`src/rtl/u_enc.sv`:
```
// u_enc: two-stage pipelined unary count to thermometer code encoder.
// Ports: clk, arst_n (async low reset); request i_in_vld/i_in_cnt
// (and i_in_inv when U_ENC_COMPLIMENT_EN is defined)/o_in_rdy;
// result o_out_vld/o_out_x/o_out_err/i_out_rdy; error counter
// o_err_cnt with synchronous clear i_err_clr.
module u_enc #(
  parameter int W = 16,
  localparam int CW = $clog2(W) + 1
) (
  input  logic          clk,
  input  logic          arst_n,
  input  logic          i_in_vld,
  input  logic [CW-1:0] i_in_cnt,
`ifdef U_ENC_COMPLIMENT_EN
  input  logic          i_in_inv,
`endif
  output logic          o_in_rdy,
  output logic          o_out_vld,
  output logic [W-1:0]  o_out_x,
  output logic          o_out_err,
  input  logic          i_out_rdy,
  output logic [7:0]    o_err_cnt,
  input  logic          i_err_clr
);

  logic          s1_vld_q, s1_vld_d;
  logic [CW-1:0] s1_cnt_q, s1_cnt_d;
  logic          s1_err_q, s1_err_d;
  logic          s1_inv;
  logic          s2_vld_q, s2_vld_d;
  logic [W-1:0]  s2_x_q, s2_x_d;
  logic          s2_err_q, s2_err_d;
  logic [7:0]    err_cnt_q, err_cnt_d;
  logic          s1_en, s2_en;
  logic [W-1:0]  therm;

  assign s2_en    = ~s2_vld_q | i_out_rdy;
  assign s1_en    = ~s1_vld_q | s2_en;
  assign o_in_rdy = s1_en;

`ifdef U_ENC_COMPLIMENT_EN
  logic s1_inv_q, s1_inv_d;

  always_comb begin
    s1_inv_d = s1_inv_q;
    if (s1_en && i_in_vld) s1_inv_d = i_in_inv;
  end

  always_ff @(posedge clk or negedge arst_n) begin
    if (!arst_n) s1_inv_q <= 1'b0;
    else         s1_inv_q <= s1_inv_d;
  end

  assign s1_inv = s1_inv_q;
`else
  assign s1_inv = 1'b0;
`endif

  // S1: capture count and range check; data only moves on a real accept
  always_comb begin
    s1_vld_d = s1_vld_q;
    s1_cnt_d = s1_cnt_q;
    s1_err_d = s1_err_q;
    if (s1_en) begin
      s1_vld_d = i_in_vld;
      if (i_in_vld) begin
        s1_cnt_d = i_in_cnt;
        s1_err_d = int'(i_in_cnt) >= W;
      end
    end
  end

  always_comb begin
    therm = '0;
    for (int k = 0; k < W; k++) begin
      therm[k] = k < int'(s1_cnt_q);
    end
  end

  // S2: decode; out-of-range forces all-zero regardless of inversion
  always_comb begin
    s2_vld_d = s2_vld_q;
    s2_x_d   = s2_x_q;
    s2_err_d = s2_err_q;
    if (s2_en) begin
      s2_vld_d = s1_vld_q;
      if (s1_vld_q) begin
        s2_err_d = s1_err_q;
        if (s1_err_q)    s2_x_d = '0;
        else if (s1_inv) s2_x_d = ~therm;
        else             s2_x_d = therm;
      end
    end
  end

  // clear beats a simultaneous increment
  always_comb begin
    err_cnt_d = err_cnt_q;
    if (i_err_clr) begin
      err_cnt_d = '0;
    end else if (s2_vld_q && i_out_rdy && s2_err_q
                 && err_cnt_q != 8'hFF) begin
      err_cnt_d = err_cnt_q + 8'd1;
    end
  end

  always_ff @(posedge clk or negedge arst_n) begin
    if (!arst_n) begin
      s1_vld_q  <= 1'b0;
      s1_cnt_q  <= '0;
      s1_err_q  <= 1'b0;
      s2_vld_q  <= 1'b0;
      s2_x_q    <= '0;
      s2_err_q  <= 1'b0;
      err_cnt_q <= '0;
    end else begin
      s1_vld_q  <= s1_vld_d;
      s1_cnt_q  <= s1_cnt_d;
      s1_err_q  <= s1_err_d;
      s2_vld_q  <= s2_vld_d;
      s2_x_q    <= s2_x_d;
      s2_err_q  <= s2_err_d;
      err_cnt_q <= err_cnt_d;
    end
  end

  assign o_out_vld = s2_vld_q;
  assign o_out_x   = s2_x_q;
  assign o_out_err = s2_err_q;
  assign o_err_cnt = err_cnt_q;

endmodule

```
`config.mk`:
```
export PLATFORM = sky130hd
export DESIGN_NAME = u_enc
export DESIGN_NICKNAME = d
export VERILOG_FILES = /design/src/rtl/u_enc.sv
export SDC_FILE = /design/constraint.sdc
export NUM_CORES = 1
export LEC_CHECK = 0
export CAP_MARGIN = 5
export CELL_PAD_IN_SITES_DETAIL_PLACEMENT = 1
export CELL_PAD_IN_SITES_GLOBAL_PLACEMENT = 2
export CORE_MARGIN = 1.5
export CORE_UTILIZATION = 31
export DETAILED_ROUTE_END_ITERATION = 8
export PLACE_DENSITY_LB_ADDON = 0.08
export SLEW_MARGIN = 15
export SYNTH_ARGS = -nofsm -noshare
export SYNTH_HDL_FRONTEND = slang
export SYNTH_SLANG_ARGS = --single-unit
export TNS_END_PERCENT = 1
```
`constraint.sdc`:
```
create_clock -name clk -period 2.3 [get_ports clk]
set_input_delay 0.345 -clock clk [delete_from_list [all_inputs] [get_ports clk]]
set_output_delay 0.345 -clock clk [all_outputs]
set_load 0.005 [all_outputs]
```
### Yosys cells after proc, flatten, opt, wreduce, memory -nomap -nowiden

Index checks and enable logic that the tools add are counted.

| operators by class | value |
|---|---|
| shift-type cells | 0 |
| divide/modulo/power cells | 0 |
| bitwise operators | 4 |
| mux-type cells | 3 |
| add/sub/neg operators | 1 |
| equal/unequal tests | 1 |
| order comparisons | 17 |
| $mul | 0 |
| reduce and logical (&&, ||, !) cells | 6 |

Operators by type and width:

| operator | number |
|---|---|
| < comparator 4 x 5 -> 1 bit (first input constant) | 8 |
| < comparator 3 x 5 -> 1 bit (first input constant) | 4 |
| 2-to-1 mux 16 bit | 1 |
| 2-to-1 mux 8 bit | 2 |
| < comparator 1 x 5 -> 1 bit (first input constant) | 2 |
| < comparator 2 x 5 -> 1 bit (first input constant) | 2 |
| adder 8 x 1 -> 8 bit (second input constant) | 1 |
| != test 8 bit (second input constant) | 1 |
| >= comparator 5 bit (second input constant) | 1 |
| AND reduction 2 bit | 2 |
| logical AND 1 bit | 3 |
| NOT 1 bit | 2 |
| bitwise OR 1 bit | 2 |
| nonzero test 2 bit | 1 |

| word-level totals | value |
|---|---|
| output and inout port bits | 27 |
| RAM bits | 0 |
| bits of input ports | 10 |
| latch bits | 0 |
| memories | 0 |
| memory bits (read-only) | 0 |
| register bits after elaboration | 33 |
| logic and storage cells | 39 |

### Depth between registers and ports, before layout

Gate-level depths: netlist of the first run.

| depth | value |
|---|---|
| depth in word-level cells | 5 |
| mapped depth | 4 |
| mapped depth without buffers | 4 |

### Least setup slack after synthesis of the first run

Ideal clock, no wire load.

| timing path | value |
|---|---|
| kind | register to register |
| start point | register err_cnt_q[0] (netlist: o_err_cnt[0]) |
| end point | register err_cnt_q[3] (netlist: o_err_cnt[3]) |
| data required time | 2175 ps |
| data arrival time | 1502 ps |
| buffers on the path | 0 |
| setup time | 125 ps |
| path slack | 673 ps |
| period minus slack after synthesis | 1627 ps |
| stages on the path, launching flop included | 5 |
| cell sequence | dfrtp_1 ha_1 and4_1 a211oi_1 mux2_2 |

| on the way | value |
|---|---|
| word-level cells in the longest chain between the ends | 3 |
| elaborated cells on any way between the ends | 6 |
| classes of those cells | add/sub (1); eq/ne (1); mux (2); reduce/logical (2) |

Ends and longest elaborated chain:

| what | line | text |
|---|---|---|
| start: declaration | 33 | `logic [7:0] err_cnt_q, err_cnt_d;` |
| start signal: assignment | 123 | `err_cnt_q <= err_cnt_d;` |
| adder 8 x 1 -> 8 bit or != test 8 bit (tied branches) | 103, 102 |  |
| 2-to-1 mux 8 bit or logical AND 1 bit (tied branches) | 101, 102 |  |
| 2-to-1 mux 8 bit or nonzero test 2 bit (tied branches) | - |  |

Parallel ways exist; a longest one is shown, timed or not. The select of a mux whose other input is x is not followed.
A chain may end at the register's enable or synchronous reset.

### Final worst setup path of the first run

| timing path | value |
|---|---|
| start point | input i_out_rdy |
| end point | output o_in_rdy |

| on the way | value |
|---|---|
| word-level cells in the longest chain between the ends | 2 |

Ends and longest elaborated chain:

| what | line | text |
|---|---|---|
| start: declaration | 21 | `input logic i_out_rdy,` |
| bitwise OR 1 bit | 37 | `assign s2_en = ~s2_vld_q \| i_out_rdy;` |
| bitwise OR 1 bit | 38 | `assign s1_en = ~s1_vld_q \| s2_en;` |
| end: declaration | 17 | `output logic o_in_rdy,` |

Every way passes these cells.

==> flow_metrics.py, run 1 <==
metrics = {
    "yosys": {
        "ys_warn_count": 0,
        "synth-seq-area-share": 0.5331,
        "synth.distinct_cells": 39,
        "synth_area_leader_cell": "dfrtp_1",
        "syn_area_per_cell_um2": 10.99,
        "syn-num-nets": 152,
        "synth_compound_area_frac": 0.1559,
        "synth_common_cells": "dfrtp_1 (33), mux2_2 (12), nand2_1 (10)",
        "synth_xor_area_frac": 0,
        "synth-adder-area-share": 0.008078,
        "synth_area_leaders": "dfrtp_1 (53%), mux2_2 (8.7%), o2bb2ai_1 (2.8%)",
        "netlist_area_um2": 1549,
        "synthMuxAreaShare": 0.09370,
        "ys.flop_type": "dfrtp_1",
        "ys_async_sr_fraction": 1.000,
        "synth_edf_count": 0,
        "synth_top_cell_area_share": 0.5331,
        "synth_cells": 141,
        "synthSimpleGateAreaFrac": 0.1817,
        "yosys_register_bits": 33,
        "synth_most_common_cell": "dfrtp_1",
        "synth_top_family_by_area": "simple AND/OR/NAND/NOR gates",
    },
    "clock_network": {
        "cts_setup_buffers": 0,
        "cts_tree": "yes",
        "ctsHtreeMaxLevel": 2,
        "cts_root_buffer": "clkbuf_8",
        "holdBufCountCts": 0,
        "clk_pin_slew_worst_paths_ns": 0.06,
        "cts_resized": 0,
        "cts_max_path_buffers": 2,
        "clkLatencyLatePin_ns": 0.28,
        "cts_sinks": 33,
        "cts_buffers": 5,
    },
    "worst_setup_path": {
        "crit_top_cell": "clkdlybuf4s50_1",
        "worstSetupStartpointType": "primary input",
        "timing.rr.start": "o_err_cnt[0]$_DFFE_PN0P_",
        "reg2reg_slack_ns": 0.52,
        "cp_top_family": "buffers and inverters",
        "path_class": "primary input to output port",
        "worstSetupEndpointType": "output port",
        "crit_slowest_cell": "clkdlybuf4s50_1",
        "critPathMaxFanout": 7,
        "reg2regPathDepth": 4,
        "crit_buf_inv": 2,
        "cpPeakStageDelay_ns": 0.61,
        "r2r_end": "o_err_cnt[0]$_DFFE_PN0P_",
        "worstPathRequired_ns": 1.96,
        "cp.arrival_ns": 1.68,
        "path_cells": "clkdlybuf4s50_1, nand3b_1, clkdlybuf4s50_1",
    },
    "drt": {
        "viasPerCell": 5.190,
        "routedWlPerCell_um": 15.16,
        "drt_iter0_drc": 20,
        "firstDrtPassIters": 4,
        "ant_nets": 0,
        "remaining_drc_errors": 0,
        "totalWireLength_um": 3744,
        "vias": 1282,
    },
    "power_and_ir_drop": {
        "totalPowerFinal_mw": 1.556,
        "power_per_cell_area_nw_per_um2": 755.3,
        "power_leakage_nw": 0.8331,
        "vdd_ir_drop_max_v": 0.0003468,
    },
    "placement": {
        "port_buffers": 36,
        "globalplace.congestion": 0.7555,
        "placed_area_um2": 1977,
        "dp_hpwl_um": 2795,
    },
    "final_layout": {
        "nFillCells": 527,
        "final_nets": 190,
        "diodes": 0,
        "seqCellArea_um2": 825.8,
        "drive_gt1_frac": 0.1389,
        "fin_area_um2": 2059,
        "multi_input_area_um2": 680.7,
        "syn_to_final_growth_pct": 32.96,
    },
    "flow_run": {
        "drv_cap": 0,
    },
    "sta": {
        "slew_headroom": 0.6440,
        "finalCritPeriodShare": 0.8819,
        "period_needed_ns": 2.028,
        "worst_pin_slew_ns": 0.5300,
        "clock_skew_ns": 0.006436,
        "fin_tns_setup_ns": 0,
        "hold_viol": 0,
        "rsz0062_at_grt": "no",
        "setup_viol": 0,
        "timing.fmax_ghz": 0.4930,
        "holdWs_ns": 0.4630,
        "finalMaxSlewViolations": 0,
    },
    "floorplanning": {
        "io_pins": 37,
        "fp.dieW_um": 73.69,
        "core_um2": 4755,
        "start_util": 0.3258,
        "rows": 25,
        "fp.dieArea_um2": 5429,
        "die_y_um": 73.69,
    },
    "outcome": {
        "outcome": "completed",
    },
    "global_routing": {
        "grt_first_pass_wirelength_um": 6403,
        "globalRoute.totalOverflow": 0,
        "track_usage": 0.1565,
        "grt_max_degree": 34,
        "grt_pass1_vias": 1319,
        "antenna_found_initial": 0,
    },
    "hold_path": {
        "hold_class": "primary input to async pin",
    },
}
==> registers in the layout (all words and copies together) (netlist names) <==
| register | flops |
|---|---|
| o_out_err | 1 |
| o_out_x | 16 |
| o_out_vld | 1 |
| s1_err_q | 1 |
| s1_vld_q | 1 |
| s1_cnt_q | 5 |
| o_err_cnt | 8 |
==> cell usage in the layout, fill, tap and decap left out, drive strengths merged, types with 5 or more instances in the layout <==
master          n
nor2            5
nand2          11
clkdlybuf4s50  36
o21ai           8
a21oi           5
inv             5
dfrtp          33
o2bb2ai         5
clkbuf          6
mux2           12
nor2b           5
==> worst register-to-register path: stages, from the launching register on <==
cell     delay (ns)
dfrtp_1        0.43
ha_1           0.29
and4_1         0.30
a21oi_1        0.28
mux2_2         0.37
==> logic make-up (layout without fill, tap and decap cells) <==
group | after synthesis | after routing
buffers and inverters | 11 | 50
muxes | 13 | 13
AOI/OAI and AO/OA | 35 | 35
and+or+nand+nor | 48 | 48
DFF | 33 | 33
adders and majority gates | 1 | 1
==> where the power goes <==
part | switching, mW | leakage [nW] | internal (mW)
logic | 0.140 | 0.373 | 0.235
registers | 0.0909 | 0.415 | 0.675
clock network | 0.205 | 0.0450 | 0.209
total | 0.436 | 0.833 | 1.12
==> through the flow <==
stage,utilization,cells,setup slack [ns]
after detailed placement,0.4158,239,0.2769
after global routing,0.4332,247,0.2125
final,0.4332,247,0.2717
after global placement,0.4158,239,0.2977
after CTS,0.4332,247,0.2650
after floorplan,-,141,0.6729
==> worst max-delay path by stage <==
stage	startpoint	endpoint	slack [ns]	cells after the start
finish	i_out_rdy	o_in_rdy	0.27	3
global route	i_out_rdy	o_in_rdy	0.21	3
CTS	i_out_rdy	o_in_rdy	0.27	3
detailed placement	i_out_rdy	o_in_rdy	0.28	3
global placement	i_out_rdy	o_in_rdy	0.30	3
floorplan	o_err_cnt[0]$_DFFE_PN0P_	o_err_cnt[3]$_DFFE_PN0P_	0.67	4
==> metal layers <==
metal / wire [µm] / vias up / share of wire / global-route usage
li1: - / 596 / - / -
met1: 1595 / 650 / 0.43 / 0.1765
met2: 1928 / 29 / 0.51 / 0.2653
met3: 155 / 7 / 0.041 / 0.04664
met4: 65 / 0 / 0.017 / 0.08230
met5: 0 / - / 0 / 0
==> cell type report <==
type,instances,share of cell area
clock inverters,2,0.004860
flip-flops and latches,33,0.4010
inverters,5,0.009113
repair buffers,37,0.1786
well taps,67,0.04070
multi-input cells,97,0.3305
clock buffers,6,0.03524
Note: power is estimated with default switching activity, not from simulation.
==> run 2, diff against run 1 <==
Settings changed: GPL_TIMING_DRIVEN set to 0, REMOVE_ABC_BUFFERS set to 1.
==> flow_metrics.py, run 2 (synthesized netlist as in run 1, its figures left out) <==
metrics = {
    "flow_run": {
        "drv_cap": 0,
    },
    "global_routing": {
        "antenna_found_initial": 0,
        "grt_pass1_vias": 1288,
        "track_usage": 0.1549,
        "globalRoute.totalOverflow": 0,
        "grt_max_degree": 34,
        "grt_first_pass_wirelength_um": 6361,
    },
    "final_layout": {
        "final_common_cell": "clkdlybuf4s50_1",
        "largest_register_ffs": 16,
        "stdcell_count": 246,
        "diodes": 0,
        "nFillCells": 530,
        "drive_gt1_frac": 0.1397,
        "final_util": 0.4376,
        "seqCellArea_um2": 825.8,
        "final_nets": 189,
        "syn_to_final_growth_pct": 34.33,
        "multi_input_area_um2": 680.7,
        "final_cell_mix": "clkdlybuf4s50_1 (35), dfrtp_1 (33), mux2_2 (12)",
    },
    "power_and_ir_drop": {
        "power_per_cell_area_nw_per_um2": 812.2,
        "totalPowerFinal_mw": 1.690,
        "vdd_ir_drop_max_v": 0.0003120,
        "power_leakage_nw": 0.8418,
    },
    "drt": {
        "viasPerCell": 5.110,
        "remaining_drc_errors": 0,
        "totalWireLength_um": 3723,
        "met1_length_um": 1636,
        "dr_wl_met3_um": 143,
        "ant_nets": 0,
        "firstDrtPassIters": 4,
        "routedWlPerCell_um": 15.13,
        "routed.top_layer": "met4",
        "drt_iter0_drc": 31,
        "vias": 1257,
        "wl_met2_um": 1916,
    },
    "clock_network": {
        "ctsHtreeMaxLevel": 2,
        "cts_max_path_buffers": 2,
        "clk_pin_slew_worst_paths_ns": 0.06,
        "cts_setup_buffers": 0,
        "cts_resized": 0,
        "cts_root_buffer": "clkbuf_8",
        "cts_buffers": 5,
        "cts_sinks": 33,
        "holdBufCountCts": 0,
        "clkLatencyLatePin_ns": 0.28,
        "cts_tree": "yes",
    },
    "floorplanning": {
        "fp.dieArea_um2": 5429,
        "io_pins": 37,
        "core_um2": 4755,
        "die_y_um": 73.69,
        "start_util": 0.3258,
        "fp.dieW_um": 73.69,
        "rows": 25,
    },
    "sta": {
        "setup_viol": 0,
        "finalCritPeriodShare": 0.8714,
        "clock_skew_ns": 0.004495,
        "holdWs_ns": 0.1303,
        "slew_headroom": 0.5055,
        "hold_viol": 0,
        "timing.fmax_ghz": 0.4990,
        "worst_pin_slew_ns": 0.7417,
        "fin_tns_setup_ns": 0,
        "rsz0062_at_grt": "no",
        "period_needed_ns": 2.004,
        "finalMaxSlewViolations": 0,
    },
    "placement": {
        "globalplace.congestion": 0.7017,
        "place_inst": 238,
        "dp_hpwl_um": 2745,
        "port_buffers": 36,
    },
    "worst_setup_path": {
        "worstPathRequired_ns": 1.96,
        "cp.arrival_ns": 1.66,
        "critPathMaxFanout": 7,
        "path_class": "primary input to output port",
        "worstSetupStartpointType": "primary input",
        "worstSetupEndpointType": "output port",
    },
    "hold_path": {
        "hold_class": "primary input to async pin",
    },
    "outcome": {
        "outcome": "completed",
    },
}
-- run 2: path summary, 6_finish.rpt --
path                       slack (ns)                  endpoint                startpoint  cells after the start
hold / removal                   0.13  o_err_cnt[7]$_DFFE_PN0P_                    arst_n                      1
setup / recovery                 0.30                  o_in_rdy                 i_out_rdy                      3
min in group clk                 0.49    o_out_x[7]$_DFFE_PN0P_    o_out_x[7]$_DFFE_PN0P_                      1
setup reg to reg                 0.50  o_err_cnt[0]$_DFFE_PN0P_  o_err_cnt[0]$_DFFE_PN0P_                      4
max in group asynchronous        1.70    o_out_x[2]$_DFFE_PN0P_                    arst_n                      1
hold reg to reg                  0.49    o_out_x[7]$_DFFE_PN0P_    o_out_x[7]$_DFFE_PN0P_                      1
-- run 2: per-layer routing --
metal  up-vias  global-route usage
li1        596                   -
met1       632              0.1904
met2        27              0.2593
met3         2             0.03841
met4         0             0.06173
met5         -                   0
-- run 2: metrics by stage --
step / setup slack, ns / cell area [µm²]
6_report: 0.2958 / 2081
5_1_grt: 0.2110 / 2081
4_1_cts: 0.2863 / 2081
3_5_place_dp: 0.2979 / 1964
3_3_place_gp: 0.1721 / 1969
2_1_floorplan: 0.6729 / 1525
-- run 2: report_power, final --
| part | total [mW] | leakage, nW | switching, mW | internal [mW] |
|---|---|---|---|---|
| clock | 0.554 | 0.0585 | 0.201 | 0.353 |
| sequential | 0.763 | 0.415 | 0.0875 | 0.675 |
| combinational | 0.373 | 0.368 | 0.140 | 0.233 |
| total | 1.69 | 0.842 | 0.429 | 1.26 |
-- run 2: worst max-delay path, cell delays in order --
cell,delay (ns)
clkdlybuf4s50_1,0.60
nand3b_1,0.19
clkdlybuf4s50_1,0.52
-- run 2: final cells by class --
cell class | instances | area share
multi-input cells | 97 | 0.3271
well taps | 67 | 0.04029
clock buffers | 7 | 0.04149
repair buffers | 36 | 0.1708
flip-flops and latches | 33 | 0.3969
inverters | 5 | 0.009020
clock inverters | 1 | 0.01443
==> run 3, diff against run 2 <==
Settings changed: CORE_UTILIZATION 31 to 33.
Clock period 2.3 ns to 2.5 ns, I/O delays scaled along.
==> flow_metrics.py, run 3 (synthesized netlist as in run 1, its figures left out) <==
metrics = {
    "power_and_ir_drop": {
        "power_per_cell_area_nw_per_um2": 705.8,
        "vdd_ir_drop_max_v": 0.0003538,
        "power_frac_comb": 0.241,
        "pwr-share-clk": 0.266,
        "p_switching_mw": 0.3966,
        "seq_power_share": 0.492,
        "intPower_mw": 1.033,
        "power_leakage_nw": 0.8229,
        "switching_share": 0.2774,
    },
    "worst_setup_path": {
        "cp.arrival_ns": 1.71,
        "reg2regPathDepth": 4,
        "worstSetupEndpointType": "output port",
        "path_class": "primary input to output port",
        "critPathMaxFanout": 7,
        "r2r_end": "o_err_cnt[3]$_DFFE_PN0P_",
        "reg2reg_slack_ns": 0.62,
        "worstPathRequired_ns": 2.12,
        "timing.rr.start": "o_err_cnt[0]$_DFFE_PN0P_",
        "worstSetupStartpointType": "primary input",
    },
    "floorplanning": {
        "rows": 24,
        "io_pins": 37,
        "core_um2": 4444,
        "start_util": 0.3485,
        "fp.dieW_um": 71.51,
        "fp.dieArea_um2": 5114,
        "die_y_um": 71.51,
    },
    "final_layout": {
        "drive_gt1_frac": 0.1285,
        "syn_to_final_growth_pct": 30.78,
        "nFillCells": 484,
        "diodes": 0,
        "final_nets": 189,
        "largest_register_ffs": 16,
        "final_util": 0.4558,
        "final_common_cell": "clkdlybuf4s50_1",
        "final_cell_mix": "clkdlybuf4s50_1 (35), dfrtp_1 (33), mux2_2 (12)",
    },
    "sta": {
        "rsz0062_at_grt": "no",
        "finalMaxSlewViolations": 0,
        "clock_skew_ns": 0.004356,
        "fin_tns_setup_ns": 0,
        "slew_headroom": 0.5119,
        "timing.fmax_ghz": 0.4799,
        "period_needed_ns": 2.084,
        "worst_pin_slew_ns": 0.7321,
        "setup_viol": 0,
        "hold_viol": 0,
        "finalCritPeriodShare": 0.8334,
    },
    "clock_network": {
        "cts_root_buffer": "clkbuf_8",
        "cts_buffers": 5,
        "cts_setup_buffers": 0,
        "cts_tree": "yes",
        "clk_pin_slew_worst_paths_ns": 0.06,
        "ctsHtreeMaxLevel": 2,
        "holdBufCountCts": 0,
        "cts_max_path_buffers": 2,
        "cts_resized": 0,
        "cts_sinks": 33,
        "clkLatencyLatePin_ns": 0.28,
    },
    "global_routing": {
        "track_usage": 0.1625,
        "grt_max_degree": 34,
        "grt_first_pass_wirelength_um": 6444,
        "globalRoute.totalOverflow": 0,
        "grt_pass1_vias": 1264,
        "antenna_found_initial": 0,
    },
    "placement": {
        "globalplace.congestion": 0.7454,
        "port_buffers": 36,
        "dp_hpwl_um": 2788,
    },
    "drt": {
        "remaining_drc_errors": 0,
        "routedWlPerCell_um": 16.60,
        "drt_iter0_drc": 40,
        "firstDrtPassIters": 6,
        "totalWireLength_um": 3835,
        "viasPerCell": 5.390,
        "ant_nets": 0,
        "vias": 1245,
    },
    "flow_run": {
        "drv_cap": 0,
    },
    "hold_path": {
        "hold_class": "primary input to async pin",
    },
    "outcome": {
        "outcome": "completed",
    },
}
## run 3: changes by cell type in the layout (fill, tap and decap cells not counted)
cell,change
bufinv_16,-1
clkbuf_1,+2
clkbuf_8,-1
## run 3: cell type report
| class | instances | area, µm² | area share |
|---|---|---|---|
| Multi-Input combinational cell | 97 | 680.7 | 0.3360 |
| Clock buffer | 8 | 80.08 | 0.03953 |
| Sequential cell | 33 | 825.8 | 0.4077 |
| Inverter | 5 | 18.77 | 0.009265 |
| Tap cell | 52 | 65.06 | 0.03212 |
| Timing Repair Buffer | 36 | 355.3 | 0.1754 |
## run 3: how the worst max path moves through the flow
stage,startpoint,end,slack (ns)
4_1_cts,i_out_rdy,o_in_rdy,0.40
6_report,i_out_rdy,o_in_rdy,0.42
5_1_grt,i_out_rdy,o_in_rdy,0.36
3_3_place_gp,arst_n,s1_cnt_q[3]$_DFFE_PN0P_,0.36
3_5_place_dp,i_out_rdy,o_in_rdy,0.41
2_1_floorplan,o_err_cnt[0]$_DFFE_PN0P_,o_err_cnt[3]$_DFFE_PN0P_,0.87
## run 3: routing by layer
metal	up-vias	global-route usage	routed length (µm)	share of wire
li1	594	-	-	-
met1	615	0.2358	1880	0.49
met2	31	0.2368	1722	0.45
met3	5	0.04501	179	0.047
met4	0	0.05031	53	0.014
met5	-	0	0	0
## run 3: critical path, cell delays in order
cell and delay (ns):
clkdlybuf4s50_1 0.61, nand3b_1 0.20, clkdlybuf4s50_1 0.53
## run 3: metrics by stage
| stage | total power, mW | hold slack [ns] | setup slack [ns] | cells | cell area (µm²) |
|---|---|---|---|---|---|
| after floorplan | 0.8363 | 0.07941 | 0.8729 | 135 | 1525 |
| after global placement | 1.050 | 0.4607 | 0.3562 | 223 | 1951 |
| after detailed placement | 1.065 | 0.4761 | 0.4126 | 223 | 1946 |
| after CTS | 1.456 | 0.1861 | 0.4020 | 231 | 2026 |
| after global routing | 1.520 | 0.2165 | 0.3578 | 231 | 2026 |
| final | 1.430 | 0.1545 | 0.4164 | 231 | 2026 |
## run 3: power by group through the flow
stage,clock network (mW),logic (mW),registers [mW]
3_3_place_gp,0,0.340,0.709
2_1_floorplan,0,0.136,0.701
5_1_grt,0.422,0.378,0.721
6_report,0.381,0.345,0.704
4_1_cts,0.397,0.352,0.707
3_5_place_dp,0,0.349,0.715
